`src/rtl/fpu_sched.sv`:
```
// fpu_sched: round-robin arbiter sharing one pipelined FPU between two requesters, with per-requester response buffers
module fpu_sched #(
  parameter int LAT = 0
) (
  input  logic        clk,
  input  logic        rst,
  input  logic [1:0]  req_valid_i,
  output logic [1:0]  req_ready_o,
  input  logic [7:0]  req_mode_i,
  input  logic [31:0] req_a_i,
  input  logic [31:0] req_b_i,
  output logic [3:0]  fpu_mode_o,
  output logic [15:0] fpu_in1_o,
  output logic [15:0] fpu_in2_o,
  input  logic [15:0] fpu_out_i,
  input  logic        fpu_ovf_i,
  output logic [1:0]  rsp_valid_o,
  input  logic [1:0]  rsp_ready_i,
  output logic [31:0] rsp_data_o,
  output logic [1:0]  rsp_ovf_o,
  output logic [1:0]  rsp_err_o
);
  logic [1:0]  busy, elig, grant, rsp_hs;
  logic        last, hs, id, legal;
  logic [3:0]  sel_mode;
  logic [15:0] sel_a, sel_b;
  logic        tv [LAT+1];
  logic        tid [LAT+1];
  logic        terr [LAT+1];
  assign rsp_hs = rsp_valid_o & rsp_ready_i;
  assign elig = req_valid_i & ~busy & ~rsp_hs;
  assign grant = {elig[1] & (~elig[0] | ~last), elig[0] & (~elig[1] | last)};
  assign req_ready_o = rst ? 2'b00 : grant;
  assign hs = |req_ready_o;
  assign id = req_ready_o[1];
  assign sel_mode = id ? req_mode_i[7:4] : req_mode_i[3:0];
  assign sel_a = id ? req_a_i[31:16] : req_a_i[15:0];
  assign sel_b = id ? req_b_i[31:16] : req_b_i[15:0];
  assign legal = $onehot(sel_mode);
  always_ff @(posedge clk) begin
    if (rst) begin
      busy <= 2'b00;
      last <= 1'b1;
      fpu_mode_o <= 4'b0000;
      fpu_in1_o <= 16'h0;
      fpu_in2_o <= 16'h0;
      for (int k = 0; k <= LAT; k++) begin
        tv[k] <= 1'b0;
        tid[k] <= 1'b0;
        terr[k] <= 1'b0;
      end
      rsp_valid_o <= 2'b00;
      rsp_data_o <= 32'h0;
      rsp_ovf_o <= 2'b00;
      rsp_err_o <= 2'b00;
    end else begin
      busy <= (busy | req_ready_o) & ~rsp_hs;
      if (hs) last <= id;
      fpu_mode_o <= (hs && legal) ? sel_mode : 4'b0000;
      if (hs) begin
        fpu_in1_o <= sel_a;
        fpu_in2_o <= sel_b;
      end
      tv[0] <= hs;
      tid[0] <= id;
      terr[0] <= ~legal;
      for (int k = 1; k <= LAT; k++) begin
        tv[k] <= tv[k-1];
        tid[k] <= tid[k-1];
        terr[k] <= terr[k-1];
      end
      for (int j = 0; j < 2; j++) begin
        if (rsp_hs[j]) begin
          rsp_valid_o[j] <= 1'b0;
          rsp_data_o[16*j +: 16] <= 16'h0;
          rsp_ovf_o[j] <= 1'b0;
          rsp_err_o[j] <= 1'b0;
        end
      end
      if (tv[LAT]) begin
        rsp_valid_o[tid[LAT]] <= 1'b1;
        rsp_data_o[16*tid[LAT] +: 16] <= terr[LAT] ? 16'h7FC0 : fpu_out_i;
        rsp_ovf_o[tid[LAT]] <= ~terr[LAT] & fpu_ovf_i;
        rsp_err_o[tid[LAT]] <= terr[LAT];
      end
    end
  end
endmodule

```
`config.mk`:
```
export PLATFORM = sky130hd
export DESIGN_NAME = fpu_sched
export DESIGN_NICKNAME = d
export VERILOG_FILES = /design/src/rtl/fpu_sched.sv
export SDC_FILE = /design/constraint.sdc
export NUM_CORES = 1
export LEC_CHECK = 0
export BUFFER_PORTS_ARGS = -buffer_cell sky130_fd_sc_hd__buf_2
export CAP_MARGIN = 0
export CORE_MARGIN = 4
export CORE_UTILIZATION = 40
export CTS_CLUSTER_DIAMETER = 50
export DETAILED_ROUTE_END_ITERATION = 12
export PLACE_DENSITY = 0.73
export SYNTH_ARGS = -nofsm -noshare
export SYNTH_HDL_FRONTEND = slang
export SYNTH_SLANG_ARGS = --single-unit
```
`constraint.sdc`:
```
create_clock -name clk -period 3.24 [get_ports clk]
set_clock_uncertainty 0.05 [all_clocks]
set_input_delay 0.162 -clock clk [delete_from_list [all_inputs] [get_ports clk]]
set_output_delay 0.162 -clock clk [all_outputs]
set_load 0.005 [all_outputs]
```
======== Yosys cells after proc, flatten, opt, wreduce, memory -nomap -nowiden ========
Memories as Yosys holds them, arrays and structs flattened.
Index checks and enable logic that the tools add are counted.
word-level totals
  word-level logic and storage cells ...... 86
  register bits ........................... 77
  output and inout bits ................... 76
  memories ................................ 3
  RAM bits ................................ 3
memory list
  name  words  bits a word  rd ports  clocked after memory_dff  write ports  line  source
  terr  1      1            1         0                         1            29    logic terr [LAT+1];
  tid   1      1            1         0                         1            28    logic tid [LAT+1];
  tv    1      1            1         0                         1            27    logic tv [LAT+1];
cells by class
  muxes and demuxes ....................... 39
  add/sub/neg operators ................... 4
  bitwise operators ....................... 19
  reduce and logical (&&, ||, !) cells .... 7
  shifts and indexed selects .............. 2
  order comparisons ....................... 2
  equality and inequality tests ........... 1
operators with widths
  kind                                                                          number
  16-bit two-way mux                                                            7
  5-bit negation with 34-bit output                                             1
  16-bit by 34-bit variable shift with 32-bit output, first input constant      1
  16-bit by 34-bit indexed part select with 32-bit output                       1
  32-bit bitwise mux                                                            1
  32-bit two-way mux                                                            1
  1-bit two-way mux                                                             22
  2-bit AND                                                                     4
  2-bit two-way mux                                                             4
  1-bit NOT                                                                     6
  1-bit by 1-bit adder with 2-bit output                                        2
  2-bit bitwise mux                                                             2
  4-bit two-way mux                                                             1
  2-bit NOT                                                                     2
  2-bit OR                                                                      2
  2-bit OR reduction                                                            2
  2-bit by 2-bit adder with 3-bit output                                        1
  1-bit AND                                                                     3
  3-bit by 1-bit == test with 1-bit output, second input constant               1
  1-bit OR reduction                                                            3
  1-bit logical AND                                                             2
  1-bit by 2-bit less-than comparator with 1-bit output, second input constant  1
  1-bit OR                                                                      2
  1-bit demux with 1-bit select                                                 1
  1-bit >= comparator, second input constant                                    1

======== Logic depth before layout (Yosys ltp) ========
Gate-level depths: netlist of the first run.
  word-level depth ........................ 14
  mapped depth ............................ 10
  mapped depth without buffers ............ 10

======== Worst setup path before layout of the first run ========
No wires, ideal clock.
  kind .................................... reg-to-reg
  from .................................... register rsp_valid_o[0]
  to ...................................... register fpu_mode_o[0]
  cell stages (with the launch flop) ...... 11
  clock period less this slack ............ 2769 ps
  path slack .............................. 471 ps
  arrival ................................. 2639 ps
  data required time ...................... 3110 ps
  setup time .............................. 80 ps
  cells stage by stage .................... dfxtp_1 > and2_1 > o311ai_4 > inv_2 > mux2_1 > fa_1 > ha_1 > ha_1 > nor2_1 > nand2_1 > nor3b_1
between the ends
  word-level cells in the longest chain between the ends .. 14
  elaborated cells between the ends (all ways) .. 17
ends and longest elaborated chain
  item                                                          line  source
  start: declaration                                            17    output logic [1:0] rsp_valid_o,
  start signal: assignment                                      52    rsp_valid_o <= 2'b00;
  start signal: indexed assignment                              74    rsp_valid_o[j] <= 1'b0;
  start signal: indexed assignment                              81    rsp_valid_o[tid[LAT]] <= 1'b1;
  2-bit AND                                                     30    assign rsp_hs = rsp_valid_o & rsp_ready_i;
  2-bit NOT                                                     31    assign elig = req_valid_i & ~busy & ~rsp_hs;
  2-bit AND                                                     31
  1-bit NOT                                                     32    assign grant = {elig[1] & (~elig[0] | ~last), elig[0] & (~elig[1] | last)};
  1-bit OR                                                      32
  1-bit AND                                                     32
  2-bit two-way mux                                             33    assign req_ready_o = rst ? 2'b00 : grant;
  4-bit two-way mux                                             36    assign sel_mode = id ? req_mode_i[7:4] : req_mode_i[3:0];
  named net sel_mode[1]                                         25    logic [3:0] sel_mode;
  1-bit by 1-bit adder with 2-bit output (implied by the code)  39    assign legal = $onehot(sel_mode);
  2-bit by 2-bit adder with 3-bit output (implied by the code)  39
  3-bit by 1-bit == test with 1-bit output                      39
  1-bit logical AND                                             59    fpu_mode_o <= (hs && legal) ? sel_mode : 4'b0000;
  1-bit NOT (no source line)                                    --
  2-bit OR reduction (no source line)                           --
  end signal: assignment                                        59
  end: declaration                                              12    output logic [3:0] fpu_mode_o,
The timed path passes the listed nets, and every way through them passes these cells.
A chain may end at the register's enable or synchronous reset.

======== Worst setup path after layout of the first run ========
  from .................................... register rsp_valid_o[0]
  to ...................................... register fpu_mode_o[3]
The elaborated chain is that of the path after synthesis.

==> results of run 1 <==
[cell usage in the layout (no fill, tap or decap)]
cell and instances:
buf_2 170, nand2_1 86, dfxtp_1 80, o21ai_0 50, a31oi_1 32, a21oi_1 21
nor2_1 20, a22oi_1 14, clkbuf_8 9, buf_4 8, inv_1 5, nor3b_1 4
nand2b_1 4, a32o_1 4, and2_1 3, nor2b_1 3, mux2_2 3, ha_1 2
clkinvlp_4 2, inv_6 2, bufinv_16 2, dlygate4sd3_1 2, o21a_1 1, a21o_1 1
nor3_1 1, a21oi_2 1, o311ai_4 1, inv_2 1, o31ai_1 1, mux2_1 1
a31o_2 1, o22ai_2 1, fa_1 1
[path summary, 6_finish.rpt]
check        slack (ps)  cells past startpoint              to
max                 230                      9   fpu_mode_o[3]
min                  20                      3    fpu_in1_o[8]
max reg2reg         230                      9   fpu_mode_o[3]
min reg2reg         400                      2  rsp_data_o[13]
[stage by stage]
| stage | cell area [um2] | worst slack, ps |
|---|---|---|
| after floorplan | 3088 | 471.2 |
| after global placement | 4024 | 428.4 |
| after detailed placement | 4024 | 236.0 |
| after CTS | 4260 | 225.3 |
| after global routing | 4260 | 54.77 |
| final | 4260 | 232.0 |
[per-layer routing]
layer	track usage (%)	vias up	wire length, um
met2	32.72	151	4245
met5	0	-	0
li1	-	1615	-
met3	4.926	16	823
met1	24.21	1485	3813
met4	8.412	0	162
[what timing repair did]
action	4_1_cts	5_1_grt
hold buffers	2	0
endpoints found under the setup margin	0	0
endpoints found under the hold margin	2	0
[worst reg2reg max path, delay by kind of cell, from the launching register on]
| family | cells | cell delay, ps |
|---|---|---|
| AOI/OAI and AO/OA | 1 | 470 |
| muxes | 1 | 420 |
| DFF | 1 | 330 |
| adders and majority gates | 3 | 960 |
| and+or+nand+nor | 4 | 690 |
[power by group through the flow]
stage                     Combinational (W)  Sequential (W)  Clock, W
after floorplan                    0.000211         0.00114         0
after global placement             0.000399         0.00114         0
after global routing               0.000459         0.00114  0.000858
after CTS                          0.000411         0.00112  0.000814
after detailed placement           0.000409         0.00114         0
final                              0.000406         0.00112  0.000798
[cells by family (layout without fill, tap and decap cells)]
kind of cell / after synthesis / after routing / synth area share (%)
adders and majority gates: 3 / 3 / 1.459
AOI/OAI and AO/OA: 128 / 128 / 25.04
muxes: 4 / 4 / 1.459
and+or+nand+nor: 121 / 121 / 16.05
DFF: 80 / 80 / 51.86
buffers and inverters: 32 / 201 / 4.133
[cells in the mapped netlist]
cell type / number
nor2b_1: 3
nor3b_1: 4
o21a_1: 1
clkbuf_1: 17
nor2_1: 20
and2_1: 3
inv_2: 1
mux2_1: 1
a21o_1: 1
o21ai_0: 50
fa_1: 1
o311ai_4: 1
a32o_1: 4
a21oi_1: 21
nor3_1: 1
nand2_1: 86
dfxtp_1: 80
a31oi_1: 32
buf_1: 3
nand2b_1: 4
inv_1: 5
o31ai_1: 1
o22ai_1: 1
a22oi_1: 14
a31o_2: 1
a21oi_2: 1
mux2_2: 3
ha_1: 2
buf_2: 6
[sequential cells by signal, indices dropped and copies added (netlist names), 2 cells and up]
register / count
rsp_data_o: 32
fpu_in1_o: 16
fpu_in2_o: 16
fpu_mode_o: 4
busy: 2
rsp_err_o: 2
rsp_ovf_o: 2
rsp_valid_o: 2
[layout make-up]
class	count	area [um2]	area share, %
clock buffers	9	123.9	2.907
clock inverters	6	92.59	2.173
well taps	99	123.9	2.907
flip-flops and latches	80	1602	37.59
multi-input cells	256	1365	32.04
inverters	6	22.52	0.5286
repair buffers	180	930.9	21.85
==> results.py, run 1 <==
metrics = {
    "routing": {
        "ant_nets": 0,
        "drc_errors": 0,
        "drt-initial-drc-count": 78,
        "detail_route.first_pass.iterations": 4,
        "wl_per_cell_um": 14.22,
        "route.vias.total": 3267,
        "wl_um": 9045,
        "vias_per_cell": 5.137,
    },
    "sta": {
        "relSlewSlack_pct": 39.07,
        "setup_viol": 0,
        "finalHoldViolations": 0,
        "worst_hold_slack_ps": 18.46,
        "finalMaxSlewViolations": 0,
        "fin_crit_sh_pct": 92.84,
        "min_period_ps": 3008,
        "clock.fmax_mhz": 332.4,
        "tightest_slew_ps": 910.6,
        "rsz0062_at_grt": "no",
        "final.setup.tns_ps": 0,
    },
    "placement": {
        "io_buffers": 170,
        "dp_hpwl_um": 6614,
        "place_inst": 619,
        "place.gp.congestion": 0.8429,
    },
    "global_routing": {
        "antenna_found_initial": 0,
        "grt_use_total_pct": 19.70,
        "grt_max_degree": 38,
        "grt_pass1_vias": 3115,
        "grt_pass1_wl_um": 14260,
        "grt_overflow": 0,
    },
    "worst_setup_path": {
        "critPathMaxStageDelay_ps": 490,
        "cpMostUsedCell": "ha_1",
        "end_kind": "register",
        "crit_buf_inv": 0,
        "slowest_stage": "fa_1",
        "cp.required_ps": 3450,
        "crit_fanout": 6,
        "crit_chain": "and2_1 -> o311ai_4 -> mux2_2 -> fa_1 -> ha_1 -> ha_1 -> nor2_1 -> nand2_1 -> nor3b_1",
        "cp.arrival_ps": 3220,
        "setup.worst_path.class": "reg -> reg",
        "r2r_start": "rsp_valid_o[0]",
        "worstSetupStartpointType": "register",
        "cp-startpoint": "rsp_valid_o[0]",
        "cpLargestDelayFamily": "adder cells",
    },
    "power": {
        "finalPower_w": 0.002328,
        "switching_share_pct": 27.50,
        "clkPwrFrac_pct": 34.3,
        "power_density_nw_per_um2": 546.3,
        "p_int_w": 0.001687,
        "seq_power_share_pct": 48.3,
        "power.switching_w": 0.0006401,
        "p_leak_nw": 2.040,
        "vdd_drop_max_v": 0.0002840,
        "combPwrFrac_pct": 17.4,
    },
    "clocking": {
        "cts_buffers": 9,
        "cts-htree-levels": 3,
        "clk-insertion-delay-late_ps": 340,
        "clockBufferDepth": 2,
        "root_buffer": "clkbuf_8",
        "cts.sinks": 80,
        "clk_pin_slew_worst_paths_ps": 80,
        "post-cts-setup-buffer-count": 0,
        "cts.repair.resized": 0,
        "cts_tree": "yes",
    },
    "cells_and_area": {
        "synthToLayoutAreaGrowth_pct": 37.97,
        "diodes": 0,
        "drive_gt1_share_pct": 37.43,
        "utilization_pct": 57.81,
        "instances_no_fill": 636,
        "fill_cells": 694,
        "num-nets-final": 631,
    },
    "logic_synthesis": {
        "synth.avg_cell_area_um2": 8.391,
        "synth_cell_types": 29,
        "ys_seq_area_share_pct": 51.86,
        "ys_warn_count": 0,
        "yosysTopAreaCellShare_pct": 51.86,
        "synthesis.nets": 466,
        "netlist_area_um2": 3088,
        "synth_area_leaders": "dfxtp_1 52%, nand2_1 10%, o21ai_0 8.1%, a31oi_1 6.5%, a21oi_1 3.4%",
        "synth_top_cell_by_area": "dfxtp_1",
        "ys_ff_latch": 80,
        "netlist_instances": 368,
    },
    "die": {
        "die_area_um2": 9189,
        "die_y_um": 95.86,
        "initial_core_util_pct": 41.90,
        "rows": 31,
        "coreArea_um2": 7370,
        "fp.dieW_um": 95.86,
        "pin_count": 171,
    },
    "job": {
        "maxCapViolations": 0,
    },
    "min_path": {
        "hp-class": "in -> reg",
        "min_from": "req_a_i[8]",
    },
    "status": {
        "status": "finished, final reports clean",
    },
}
No activity file was read; power rests on OpenSTA's default activity.
==> run 2, diff against run 1 <==
clock period = 3.1 ns   (was 3.24 ns; I/O delays follow)
==> results.py, run 2 (synthesis results as in run 1) <==
metrics = {
    "worst_setup_path": {
        "slowest_stage": "fa_1",
        "critical_path_depth": 10,
        "cpMostUsedCell": "ha_1",
        "critical_path.endpoint": "fpu_mode_o[3]",
        "setup.worst_path.class": "reg -> reg",
        "crit_fanout": 6,
        "crit_chain": "and2_1 -> o311ai_4 -> buf_4 -> mux2_2 -> fa_1 -> ha_1 -> ha_1 -> nor2_1 -> nand2_1 -> nor3b_1",
        "cp-startpoint": "rsp_valid_o[0]",
        "cp.required_ps": 3310,
        "critPathMaxStageDelay_ps": 480,
        "cpLargestDelayFamily": "adder cells",
        "rr_endpoint": "fpu_mode_o[3]",
        "worstSetupStartpointType": "register",
        "r2r_cells": 10,
        "crit_buf_inv": 1,
        "end_kind": "register",
        "r2r_slack_ps": 160,
        "r2r_start": "rsp_valid_o[0]",
        "cp.arrival_ps": 3150,
    },
    "global_routing": {
        "grt_pass1_wl_um": 14230,
        "grt_busiest_layer": "met2",
        "grt_use_total_pct": 19.56,
        "grt_use_met2_pct": 34.28,
        "gr-usage-met1_pct": 23.43,
        "grt_overflow": 0,
        "grt_max_degree": 38,
        "antenna_found_initial": 0,
        "grt_pass1_vias": 3130,
        "use_met3_pct": 4.378,
    },
    "die": {
        "fp.dieW_um": 95.86,
        "die_area_um2": 9189,
        "coreArea_um2": 7370,
        "initial_core_util_pct": 41.90,
        "rows": 31,
        "pin_count": 171,
        "die_y_um": 95.86,
    },
    "clocking": {
        "cts.sinks": 80,
        "cts_tree": "yes",
        "clk_pin_slew_worst_paths_ps": 80,
        "clk-insertion-delay-late_ps": 340,
        "root_buffer": "clkbuf_8",
        "cts-htree-levels": 3,
        "clockBufferDepth": 2,
        "cts_buffers": 9,
    },
    "routing": {
        "route.vias.total": 3296,
        "drc_errors": 0,
        "vias_per_cell": 5.071,
        "detail_route.first_pass.iterations": 7,
        "wl_per_cell_um": 14.06,
        "ant_nets": 0,
        "drt-initial-drc-count": 87,
        "wl_um": 9140,
    },
    "sta": {
        "tightest_slew_ps": 1226,
        "relSlewSlack_pct": 17.95,
        "final.setup.tns_ps": 0,
        "finalHoldViolations": 0,
        "min_period_ps": 2938,
        "fin_crit_sh_pct": 94.78,
        "worst_hold_slack_ps": 17.90,
        "setup_viol": 0,
        "finalMaxSlewViolations": 0,
        "clock.fmax_mhz": 340.4,
    },
    "cells_and_area": {
        "final_common_cell": "buf_2",
        "synthToLayoutAreaGrowth_pct": 43.52,
        "diodes": 0,
        "largest_reg_flops": 32,
        "largest-register": "rsp_data_o",
        "drive_gt1_share_pct": 36.84,
        "reg_top3": "rsp_data_o: 32 flops, fpu_in1_o: 16 flops, fpu_in2_o: 16 flops",
        "num-nets-final": 644,
        "layout_common_cells": "170 x buf_2, 86 x nand2_1, 80 x dfxtp_1",
        "fin_area_um2": 4432,
    },
    "placement": {
        "placed_cell_area_um2": 4016,
        "dp_hpwl_um": 6508,
        "io_buffers": 170,
        "place.gp.congestion": 0.8585,
    },
    "power": {
        "p_int_w": 0.001883,
        "switching_share_pct": 26.15,
        "combPwrFrac_pct": 17.3,
        "seq_power_share_pct": 46.1,
        "power_density_nw_per_um2": 575.4,
        "vdd_drop_max_v": 0.0002658,
        "power.switching_w": 0.0006669,
        "clkPwrFrac_pct": 36.7,
        "p_leak_nw": 2.119,
    },
    "min_path": {
        "hold_path_depth": 3,
        "hp-class": "in -> reg",
    },
    "status": {
        "status": "finished, final reports clean",
    },
    "job": {
        "maxCapViolations": 0,
    },
}
==> run 2: cell count changes in the layout (fill, tap and decap cells not counted), sizes merged <==
| cell | delta |
|---|---|
| bufinv | +1 |
| clkbuf | +1 |
| clkinv | +1 |
| clkinvlp | -1 |
| dlygate4sd3 | +13 |
| inv | -1 |
==> run 2: final cells by class <==
class / instances / area (um2)
inverter: 6 / 22.52
timing repair buffer: 193 / 1061
sequential: 80 / 1602
tap: 99 / 123.9
fill: 686 / 2938
multi-input combinational: 256 / 1370
clock buffer: 10 / 137.6
clock inverter: 6 / 115.1
==> run 2: stage by stage <==
| step | std cells | power [W] | setup slack (ps) | utilization, % |
|---|---|---|---|---|
| 2_1_floorplan | 368 | 0.001412 | 331.2 | - |
| 3_3_place_gp | 618 | 0.001608 | 292.4 | 54.50 |
| 3_5_place_dp | 618 | 0.001619 | 88.71 | 54.50 |
| 4_1_cts | 649 | 0.002574 | 79.93 | 59.97 |
| 5_1_grt | 650 | 0.002678 | -13.23 | 60.14 |
| 6_report | 650 | 0.002550 | 161.9 | 60.14 |
==> run 2: per-layer routing <==
metal	part of all wire [%]	up-vias	wire length, um
met3	9.5	10	864
met1	42	1482	3795
met2	48	167	4372
li1	-	1637	-
met5	0	-	0
met4	1.2	0	108
==> run 2: timing repair <==
item / 4_1_cts / 5_1_grt
gates resized for setup: 0 / 1
buffers inserted: 0 / 1
setup endpoints to repair: 0 / 3
hold buffers: 15 / 0
hold endpoints to repair: 12 / 0
==> run 2: how the worst min path moves through the flow <==
stage | from | end | slack, ps
after floorplan | fpu_out_i[2] | rsp_data_o[18] | 230
after global placement | fpu_out_i[4] | rsp_data_o[20] | 340
after detailed placement | fpu_out_i[3] | rsp_data_o[19] | 350
after CTS | req_b_i[25] | fpu_in2_o[9] | 1
after global routing | req_b_i[12] | fpu_in2_o[12] | 10
final | req_b_i[9] | fpu_in2_o[9] | 20
==> run 2: worst min-delay path, delay by kind of cell <==
| kind | cells | cell delay (ps) |
|---|---|---|
| buf+inv | 1 | 100 |
| compound gates | 1 | 60 |
| simple gates | 1 | 40 |
==> run 2: power groups by stage <==
stage               registers, W  clock network (W)  logic (W)
finish                   0.00117           0.000935   0.000440
global route             0.00119           0.000993   0.000497
CTS                      0.00117           0.000958   0.000442
detailed placement       0.00120                  0   0.000423
global placement         0.00119                  0   0.000413
floorplan                0.00119                  0   0.000220
